### src/rtl/cgra_net_pkg.sv
// rtl/cgra_net_pkg.sv - shared types for the CGRA neighbour write link
package cgra_net_pkg;

  localparam int unsigned WIDTH      = 16;
  localparam int unsigned NUM_INPUTS = 4;

  // Element i of a vector is vec[i]; shared with the receiver-side code.
  typedef logic [NUM_INPUTS-1:0][WIDTH-1:0] vec_t;

  typedef enum logic [1:0] {
    TX_IDLE    = 2'd0,
    TX_REQ     = 2'd1,
    TX_RELEASE = 2'd2
  } tx_state_t;

endpackage

### src/rtl/vec_fifo.sv
// rtl/vec_fifo.sv - circular buffer of result vectors awaiting transmission
module vec_fifo
  import cgra_net_pkg::*;
#(
  parameter int unsigned width      = 16,
  parameter int unsigned num_inputs = 4,
  parameter int unsigned fifo_depth = 4,
  localparam int unsigned PW = $clog2(fifo_depth),
  localparam int unsigned CW = PW + 1
) (
  input  logic                             clk,
  input  logic                             reset,
  input  logic                             push_i,
  input  logic [num_inputs-1:0][width-1:0] data_i,
  input  logic                             pop_i,
  output logic [num_inputs-1:0][width-1:0] head_o,
  output logic [CW-1:0]                    count_o,
  output logic                             full_o,
  output logic                             empty_o
);

  logic [num_inputs-1:0][width-1:0] mem_q [fifo_depth];
  logic [PW-1:0] wr_ptr_q, wr_ptr_d;
  logic [PW-1:0] rd_ptr_q, rd_ptr_d;
  logic [CW-1:0] count_q, count_d;
  logic          do_push, do_pop;

  assign full_o  = (count_q == CW'(fifo_depth));
  assign empty_o = (count_q == '0);
  assign do_push = push_i && !full_o;
  assign do_pop  = pop_i && !empty_o;
  assign head_o  = mem_q[rd_ptr_q];
  assign count_o = count_q;

  always_comb begin
    wr_ptr_d = do_push ? wr_ptr_q + PW'(1) : wr_ptr_q;
    rd_ptr_d = do_pop  ? rd_ptr_q + PW'(1) : rd_ptr_q;
    count_d  = count_q + CW'(do_push) - CW'(do_pop);
  end

  always_ff @(posedge clk or negedge reset) begin
    if (!reset) begin
      wr_ptr_q <= '0;
      rd_ptr_q <= '0;
      count_q  <= '0;
    end else begin
      wr_ptr_q <= wr_ptr_d;
      rd_ptr_q <= rd_ptr_d;
      count_q  <= count_d;
    end
  end

  // Storage needs no reset: only entries covered by count_q are ever read out.
  always_ff @(posedge clk) begin
    if (do_push) mem_q[wr_ptr_q] <= data_i;
  end

endmodule

### src/rtl/vec_net_tx.sv
// rtl/vec_net_tx.sv - buffers vector fu results and writes them to a neighbour tile
module vec_net_tx
  import cgra_net_pkg::*;
#(
  parameter int unsigned width       = 16,
  parameter int unsigned num_inputs  = 4,
  parameter int unsigned fifo_depth  = 4,
  parameter int unsigned ack_timeout = 255,
  localparam int unsigned CW = $clog2(fifo_depth) + 1
) (
  input  logic                             clk,
  input  logic                             reset,
  input  logic                             in_vld,
  output logic                             in_rdy,
  input  logic [num_inputs-1:0][width-1:0] in_data,
  output logic                             write_en,
  input  logic                             write_rdy,
  output logic [num_inputs-1:0][width-1:0] w_data_out,
  input  logic                             write_ack,
  output logic [CW-1:0]                    fifo_count,
  output logic                             busy,
  output logic                             err
);

  localparam int unsigned TW = (ack_timeout > 0) ? $clog2(ack_timeout + 1) : 1;

  tx_state_t                        state_q, state_d;
  logic                             we_q, we_d;
  logic [num_inputs-1:0][width-1:0] wdata_q, wdata_d;
  logic [TW-1:0]                    tcnt_q, tcnt_d;
  logic                             err_q, err_d;
  logic                             pop;
  logic [num_inputs-1:0][width-1:0] head;
  logic                             full, empty;

  vec_fifo #(
    .width      (width),
    .num_inputs (num_inputs),
    .fifo_depth (fifo_depth)
  ) u_fifo (
    .clk     (clk),
    .reset   (reset),
    .push_i  (in_vld),
    .data_i  (in_data),
    .pop_i   (pop),
    .head_o  (head),
    .count_o (fifo_count),
    .full_o  (full),
    .empty_o (empty)
  );

  always_comb begin
    state_d = state_q;
    we_d    = we_q;
    wdata_d = wdata_q;
    tcnt_d  = '0;
    err_d   = err_q;
    pop     = 1'b0;
    unique case (state_q)
      TX_IDLE: begin
        if (!empty && write_rdy) begin
          wdata_d = head;
          we_d    = 1'b1;
          state_d = TX_REQ;
        end
      end
      TX_REQ: begin
        // The head is popped only once the neighbour has committed it.
        if (write_ack) begin
          we_d    = 1'b0;
          pop     = 1'b1;
          state_d = TX_RELEASE;
        end else begin
          tcnt_d = (tcnt_q == '1) ? tcnt_q : tcnt_q + TW'(1);
          if ((ack_timeout != 0) && (tcnt_d == TW'(ack_timeout))) err_d = 1'b1;
        end
      end
      TX_RELEASE: begin
        if (!write_ack) state_d = TX_IDLE;
      end
      default: begin
        state_d = TX_IDLE;
        we_d    = 1'b0;
      end
    endcase
  end

  always_ff @(posedge clk or negedge reset) begin
    if (!reset) begin
      state_q <= TX_IDLE;
      we_q    <= 1'b0;
      wdata_q <= '0;
      tcnt_q  <= '0;
      err_q   <= 1'b0;
    end else begin
      state_q <= state_d;
      we_q    <= we_d;
      wdata_q <= wdata_d;
      tcnt_q  <= tcnt_d;
      err_q   <= err_d;
    end
  end

  assign in_rdy     = !full;
  assign write_en   = we_q;
  assign w_data_out = wdata_q;
  assign busy       = !empty || (state_q != TX_IDLE);
  assign err        = err_q;

endmodule
### config.mk
export PLATFORM = sky130hd
export DESIGN_NAME = vec_net_tx
export DESIGN_NICKNAME = d
export VERILOG_FILES = /design/src/rtl/cgra_net_pkg.sv /design/src/rtl/vec_fifo.sv /design/src/rtl/vec_net_tx.sv
export SDC_FILE = /design/constraint.sdc
export NUM_CORES = 1
export LEC_CHECK = 0
export CORE_ASPECT_RATIO = 0.8
export CORE_MARGIN = 1.5
export CORE_UTILIZATION = 45
export DETAILED_ROUTE_END_ITERATION = 12
export PLACE_DENSITY = 0.66
export REMOVE_ABC_BUFFERS = 1
export SKIP_CTS_REPAIR_TIMING = 1
export SYNTH_ARGS = -nofsm -noshare
export SYNTH_HDL_FRONTEND = slang
export SYNTH_SLANG_ARGS = --single-unit
### constraint.sdc
create_clock -name clk -period 3.75 [get_ports clk]
set_clock_uncertainty 0.2 [all_clocks]
set_input_delay 0.75 -clock clk [delete_from_list [all_inputs] [get_ports clk]]
set_output_delay 0.75 -clock clk [all_outputs]
set_load 0.03 [all_outputs]
==> impl_summary.txt, run 1 <==
----------------------------------------------------
[Run status]
  Run status ... completed

[Die]
  Die width ... 190 um
  Starting Density ... 0.460
  Total Die Area ... 0.0291 mm^2
  Y dimension of the die ... 153 um
  Count of pins on the block boundary ... 140
  Placement Rows ... 54
  Core area ... 0.0274 mm^2

[Timing]
  Final setup slack of the worst path ... 0.853 ns
  Slew Limit Headroom ... 0.271
  Number of setup violations in the final report ... 0
  Final Max Tran Viols ... 0
  Post-layout minimum cycle time ... 2.90 ns
  Worst hold slack ... 0.0587 ns
  Final Hold Fails ... 0
  Unrepaired setup endpoints after global routing ... false
  Fraction of the cycle the final worst path needs ... 0.773
  Worst slew pin tran ... 1.09 ns
  Highest attainable clock frequency ... 345 MHz

[Run]
  Total of max-cap violations ... 0

[Detailed routing]
  # DRC ... 0
  Antenna violation net count after detailed routing ... 0
  Detailed Route WL ... 24.1 mm
  Number of DRC markers in iteration 0 ... 302
  Via-per-instance ratio ... 5.35
  Routed WL per cell ... 21.3 um
  Detailed Routing Iterations Pass 1 ... 4
  Detailed-route via count ... 6047

[Yosys]
  Synth Register Bits ... 339
  Total of warnings raised by yosys ... 0
  Number of enable-type register cells in the synthesized netlist ... 256
  Part of the Yosys area used for sequential elements ... 0.773
  Synthesized area divided by synthesized cell count ... 22.0 um^2
  Count of different cell masters after synthesis ... 34
  Post-synth top flop ... edfxtp_1
  Post-synth design cell area ... 0.0126 mm^2
  Proportion of synthesized flip-flops having asynchronous set or reset ... 0.245
  Cells after synthesis ... 574

[Setup path]
  Slack of the worst reg-to-reg path ... 1.16 ns
  Classification of the worst setup path ... reg -> out
  Critical path peak fanout ... 5
  Cell with the largest stage delay on the worst path ... clkdlybuf4s50_1
  Crit path required time ... 2.80 ns
  Highest cell delay on the worst timing path ... 0.60 ns
  Sequence of cells on the critical path ... nor3_1 -> nand2_1 -> clkdlybuf4s50_1
  Critical path endpoint category ... output port
  Critical path buffer and inverter count ... 1
  Delay-heaviest family, CP ... buffers and inverters
  Crit path arrival time ... 1.95 ns
  Kind of start point of the critical path ... flip-flop

[Clock network]
  Clock tree sinks ... 339
  Clock root buffer master ... clkbuf_16
  Clock tree buffer depth ... 3
  Inserted Clock Buffers ... 35
  Worst-Skew Late Latency ... 0.50 ns
  H-tree level count ... 2
  TritonCTS clock tree ... yes
  Clock slew at the register clock pins of the worst setup and hold paths ... 0.06 ns

[Hold path]
  Class of the most critical hold timing path ... in -> async

[Power]
  Ratio of total power to cell area ... 839 mW/mm^2
  Total power ... 13.1 mW
  Static Leakage ... 5.41 nW
  Worst vdd rail ir drop ... 0.668 mV

[Place]
  Area post-placement ... 0.0145 mm^2
  Routability cong. ... 0.748
  DP HPWL ... 14.3 mm
  Post-placement setup slack ... 0.484 ns
  Buffers on Ports ... 139

[Global routing]
  Antenna violations before repair ... 4
  Congestion Overflow GR ... 0
  Number of global-route vias before repair ... 6669
  Wire length of the first global-routing pass ... 37.8 mm
  Largest net degree at the start of global routing ... 66
  Overall fraction of global-route tracks in use ... 0.170

[Layout]
  Commonest cells after routing, fill and taps aside ... edfxtp_1 (256), clkdlybuf4s50_1 (138), dfrtp_1 (81)
  Fraction of layout cells with a size suffix above 1 ... 0.258
  Post-Layout Inst Area ... 0.0156 mm^2
  Final layout net count ... 818
  Area Growth Syn to Fin ... 23.3%
  Number of filler instances in the final layout ... 2112
  Final antenna diode count ... 0
  Leading cell type in the layout, fill and taps excluded ... edfxtp_1

----------------------------------------------------
## synth_stat cells, types with 2 or more instances
library cell	number	area (um^2)
nor2_1	9	33.8
dfrtp_1	83	2080
ha_1	7	87.6
mux2i_1	2	20.0
buf_4	5	37.5
and2_1	2	12.5
buf_2	5	25.0
xnor2_1	4	35.0
or2_2	2	12.5
mux4_2	64	1440
clkbuf_1	5	18.8
mux2_2	66	743
inv_1	8	30.0
nand2_1	15	56.3
nor3_1	3	15.0
a31oi_1	2	12.5
and3_1	6	37.5
edfxtp_1	256	7690
nand4b_1	2	17.5
buf_6	5	56.3
xor2_1	4	35.0
nand3_1	3	15.0
a21oi_1	5	25.0
## metrics by stage
step	utilization	cells	TNS [ns]
3_5_place_dp	0.529	1068	0
6_report	0.567	1130	0
3_3_place_gp	0.529	1068	0
5_1_grt	0.567	1130	0
4_1_cts	0.567	1130	0
2_1_floorplan	-	553	-5.62
## worst paths after layout
check	startpoint	to	cells past startpoint
min reg2reg	w_data_out[12]	w_data_out[12]	1
min in group clk	w_data_out[12]	w_data_out[12]	1
max	u_fifo.count_o[1]	busy	3
min	reset	w_data_out[0]	1
max in group asynchronous	reset	u_fifo.rd_ptr_q[1]	2
max reg2reg	u_fifo.count_o[1]	u_fifo.count_o[2]	9
## per-layer routing
layer,GRT usage,up-vias,routed length (um)
met5,0,-,57
met4,0.0394,8,462
met3,0.0468,45,1400
met2,0.280,167,11600
met1,0.227,3189,10500
li1,-,2638,-
## cells by family (layout without fill, tap and decap cells)
group | after synthesis | count (layout) | share of synthesized area
AO/OA/AOI/OAI | 12 | 12 | 0.00624
XOR/XNOR | 8 | 8 | 0.00555
adder cells (fa/ha/maj) | 8 | 8 | 0.00852
buffers and inverters | 29 | 221 | 0.0136
flip-flops | 339 | 339 | 0.773
multiplexers | 132 | 132 | 0.175
AND/OR/NAND/NOR | 46 | 46 | 0.0181
## registers in the layout, indices dropped and copies added (netlist names)
signal and cells:
err 1, write_en 1, w_data_out 64, u_fifo.rd_ptr_q 2, u_fifo.count_o 3, tcnt_q 8
state_q 2, u_fifo.mem_q 256, u_fifo.wr_ptr_q 2
## final cells by class
| class | instances | area, um^2 | area share |
|---|---|---|---|
| inverters | 8 | 30.0 | 0.00193 |
| clock buffers | 50 | 972 | 0.0625 |
| clock inverters | 12 | 83.8 | 0.00539 |
| well taps | 364 | 455 | 0.0293 |
| flip-flops and latches | 339 | 9770 | 0.628 |
| multi-input cells | 206 | 2710 | 0.174 |
| repair buffers | 151 | 1540 | 0.0990 |
## power by group
part	internal (mW)	leakage [nW]	switching (mW)	total [mW]
registers	5.11	3.33	0.609	5.71
clock network	1.87	0.521	1.33	3.20
logic	2.08	1.56	2.07	4.15
total	9.06	5.41	4.01	13.1
No activity file was read; power rests on OpenSTA's default activity.
==> run 2: changes to the inputs <==
--- a/config.mk
+++ b/config.mk
@@ -9,7 +9,7 @@
 export CORE_MARGIN = 1.5
 export CORE_UTILIZATION = 45
 export DETAILED_ROUTE_END_ITERATION = 12
-export PLACE_DENSITY = 0.66
+export PLACE_DENSITY = 0.69
 export REMOVE_ABC_BUFFERS = 1
 export SKIP_CTS_REPAIR_TIMING = 1
 export SYNTH_ARGS = -nofsm -noshare
==> constraint.sdc (replaced) <==
create_clock -name clk -period 2.4 [get_ports clk]
set_clock_uncertainty 0.2 [all_clocks]
set_input_delay 0.48 -clock clk [delete_from_list [all_inputs] [get_ports clk]]
set_output_delay 0.48 -clock clk [all_outputs]
set_load 0.03 [all_outputs]
==> impl_summary.txt, run 2 (synthesized netlist as in run 1, its figures left out) <==
----------------------------------------------------
[Run status]
  Run status ... completed

[Power]
  Ratio of total power to cell area ... 1310 mW/mm^2 (+56%)
  Worst vdd rail ir drop ... 0.818 mV (+22%)
  Reported net switching power ... 6.37 mW (+59%)
  Total power ... 20.8 mW (+59%)
  Power share of the combinational group ... 0.336 (+0.018)
  Flop pwr share ... 0.420 (-0.017)
  Switch share ... 0.307 (about the same)
  P_int ... 14.4 mW (+59%)
  Static Leakage ... 5.59 nW (+3.2%)
  Share of total power in the clock network ... 0.244 (about the same)

[Global routing]
  Antenna violations before repair ... 3 (-1)
  Largest net degree at the start of global routing ... 34 (-48%)
  Congestion Overflow GR ... 0 (unchanged)
  Number of global-route vias before repair ... 6615 (-0.81%)
  Overall fraction of global-route tracks in use ... 0.173 (+0.00296)
  Wire length of the first global-routing pass ... 38.3 mm (+1.4%)

[Timing]
  Highest attainable clock frequency ... 425 MHz
  Final Hold Fails ... 0 (unchanged)
  Unrepaired setup endpoints after global routing ... true
  Number of setup violations in the final report ... 0 (unchanged)
  Slew Limit Headroom ... 0.733 (+0.462)
  Post-layout minimum cycle time ... 2.35 ns
  Setup TNS after final layout ... 0 ns (unchanged)
  Final setup slack of the worst path ... 0.0479 ns (-0.805 ns)
  Final Max Tran Viols ... 0 (unchanged)
  Worst slew pin tran ... 0.399 ns (-0.694 ns)
  Worst hold slack ... 0.230 ns (+0.171 ns)
  Fraction of the cycle the final worst path needs ... 0.980

[Place]
  Buffers on Ports ... 139 (unchanged)
  Post-placement setup slack ... -0.401 ns (-0.885 ns)
  DP HPWL ... 15.5 mm (+8.4%)
  Routability cong. ... 0.785 (+4.9%)
  Area post-placement ... 0.0148 mm^2 (+1.9%)

[Detailed routing]
  Detailed Routing Iterations Pass 1 ... 4 (unchanged)
  Routed WL per cell ... 21.2 um (-0.39%)
  Via-per-instance ratio ... 5.27 (-1.6%)
  Antenna violation net count after detailed routing ... 0 (unchanged)
  Number of DRC markers in iteration 0 ... 383 (+27%)
  Detailed-route via count ... 6100 (+0.88%)
  # DRC ... 0 (unchanged)
  Detailed Route WL ... 24.6 mm (+2.1%)

[Layout]
  Area Growth Syn to Fin ... 26.0%
  Post-Layout Inst Area ... 0.0159 mm^2 (+2.2%)
  Final layout net count ... 841 (+2.8%)
  Commonest cells after routing, fill and taps aside ... edfxtp_1 (256), clkdlybuf4s50_1 (136), dfrtp_1 (81)
  Register containing the most flip-flops in the final layout ... u_fifo.mem_q
  Flip-flop count of the largest register, all copies and words added ... 256 (unchanged)
  Leading cell type in the layout, fill and taps excluded ... edfxtp_1
  Fraction of layout cells with a size suffix above 1 ... 0.288 (+0.0298)

[Run]
  Total of max-cap violations ... 0 (unchanged)

[Clock network]
  Clock tree buffer depth ... 3 (unchanged)
  Clock root buffer master ... clkbuf_16
  Clock slew at the register clock pins of the worst setup and hold paths ... 0.06 ns (about the same)
  H-tree level count ... 2 (unchanged)
  TritonCTS clock tree ... yes
  Clock tree sinks ... 339 (unchanged)
  Inserted Clock Buffers ... 35 (unchanged)
  Worst-Skew Late Latency ... 0.51 ns (about the same)

[Die]
  Core area ... 0.0274 mm^2 (unchanged)
  Count of pins on the block boundary ... 140 (unchanged)
  Y dimension of the die ... 153 um (unchanged)
  Starting Density ... 0.460 (unchanged)
  Placement Rows ... 54 (unchanged)
  Total Die Area ... 0.0291 mm^2 (unchanged)
  Die width ... 190 um (unchanged)

[Setup path]
  Critical path peak fanout ... 4 (-1)
  Kind of start point of the critical path ... flip-flop
  Crit path arrival time ... 1.67 ns (-0.28 ns)
  Crit path required time ... 1.72 ns (-1.08 ns)
  Classification of the worst setup path ... reg -> out
  Critical path endpoint category ... output port

[Hold path]
  Class of the most critical hold timing path ... in -> async

----------------------------------------------------
==> run 2: power groups by stage <==
stage	Sequential (mW)	Clock, mW	Combinational, mW
floorplan	10.1	0	3.01
global placement	8.75	0	6.97
detailed placement	8.84	0	7.09
CTS	8.75	5.20	7.12
global route	8.90	5.41	7.44
finish	8.73	5.07	6.98
==> run 2: final cells by class <==
type / count / area [um^2]
well taps: 364 / 455
flip-flops and latches: 339 / 9770
inverters: 8 / 30.0
repair buffers: 174 / 1830
multi-input cells: 206 / 2720
fillers: 2049 / 11500
clock buffers: 52 / 1010
diodes: 3 / 7.51
clock inverters: 12 / 77.6
==> run 2: path summary, 6_finish.rpt <==
kind | start | slack (ns) | to | cells past startpoint
min reg2reg | err | 0.28 | err | 2
min | reset | 0.23 | w_data_out[29] | 2
max in group asynchronous | reset | 1.18 | u_fifo.count_o[2] | 3
max | u_fifo.count_o[1] | 0.05 | fifo_count[1] | 2
min in group clk | err | 0.28 | err | 2
max reg2reg | u_fifo.count_o[0] | 0.13 | u_fifo.count_o[2] | 9
==> run 2: worst max-delay path: stages, from the launching register on <==
cell and delay (ns):
dfrtp_1 0.36, buf_4 0.15, clkdlybuf4s50_1 0.67
==> run 2: layer usage <==
metal | vias to the layer above | track usage | wire length, um
li1 | 2696 | - | -
met1 | 3191 | 0.249 | 11000
met2 | 180 | 0.271 | 11600
met3 | 33 | 0.0413 | 1680
met4 | 0 | 0.0386 | 370
met5 | - | 0 | 0
==> run 2: through the flow <==
stage | util | std cells
3_3_place_gp | 0.539 | 1090
5_1_grt | 0.580 | 1155
3_5_place_dp | 0.539 | 1090
2_1_floorplan | - | 553
6_report | 0.580 | 1158
4_1_cts | 0.579 | 1154
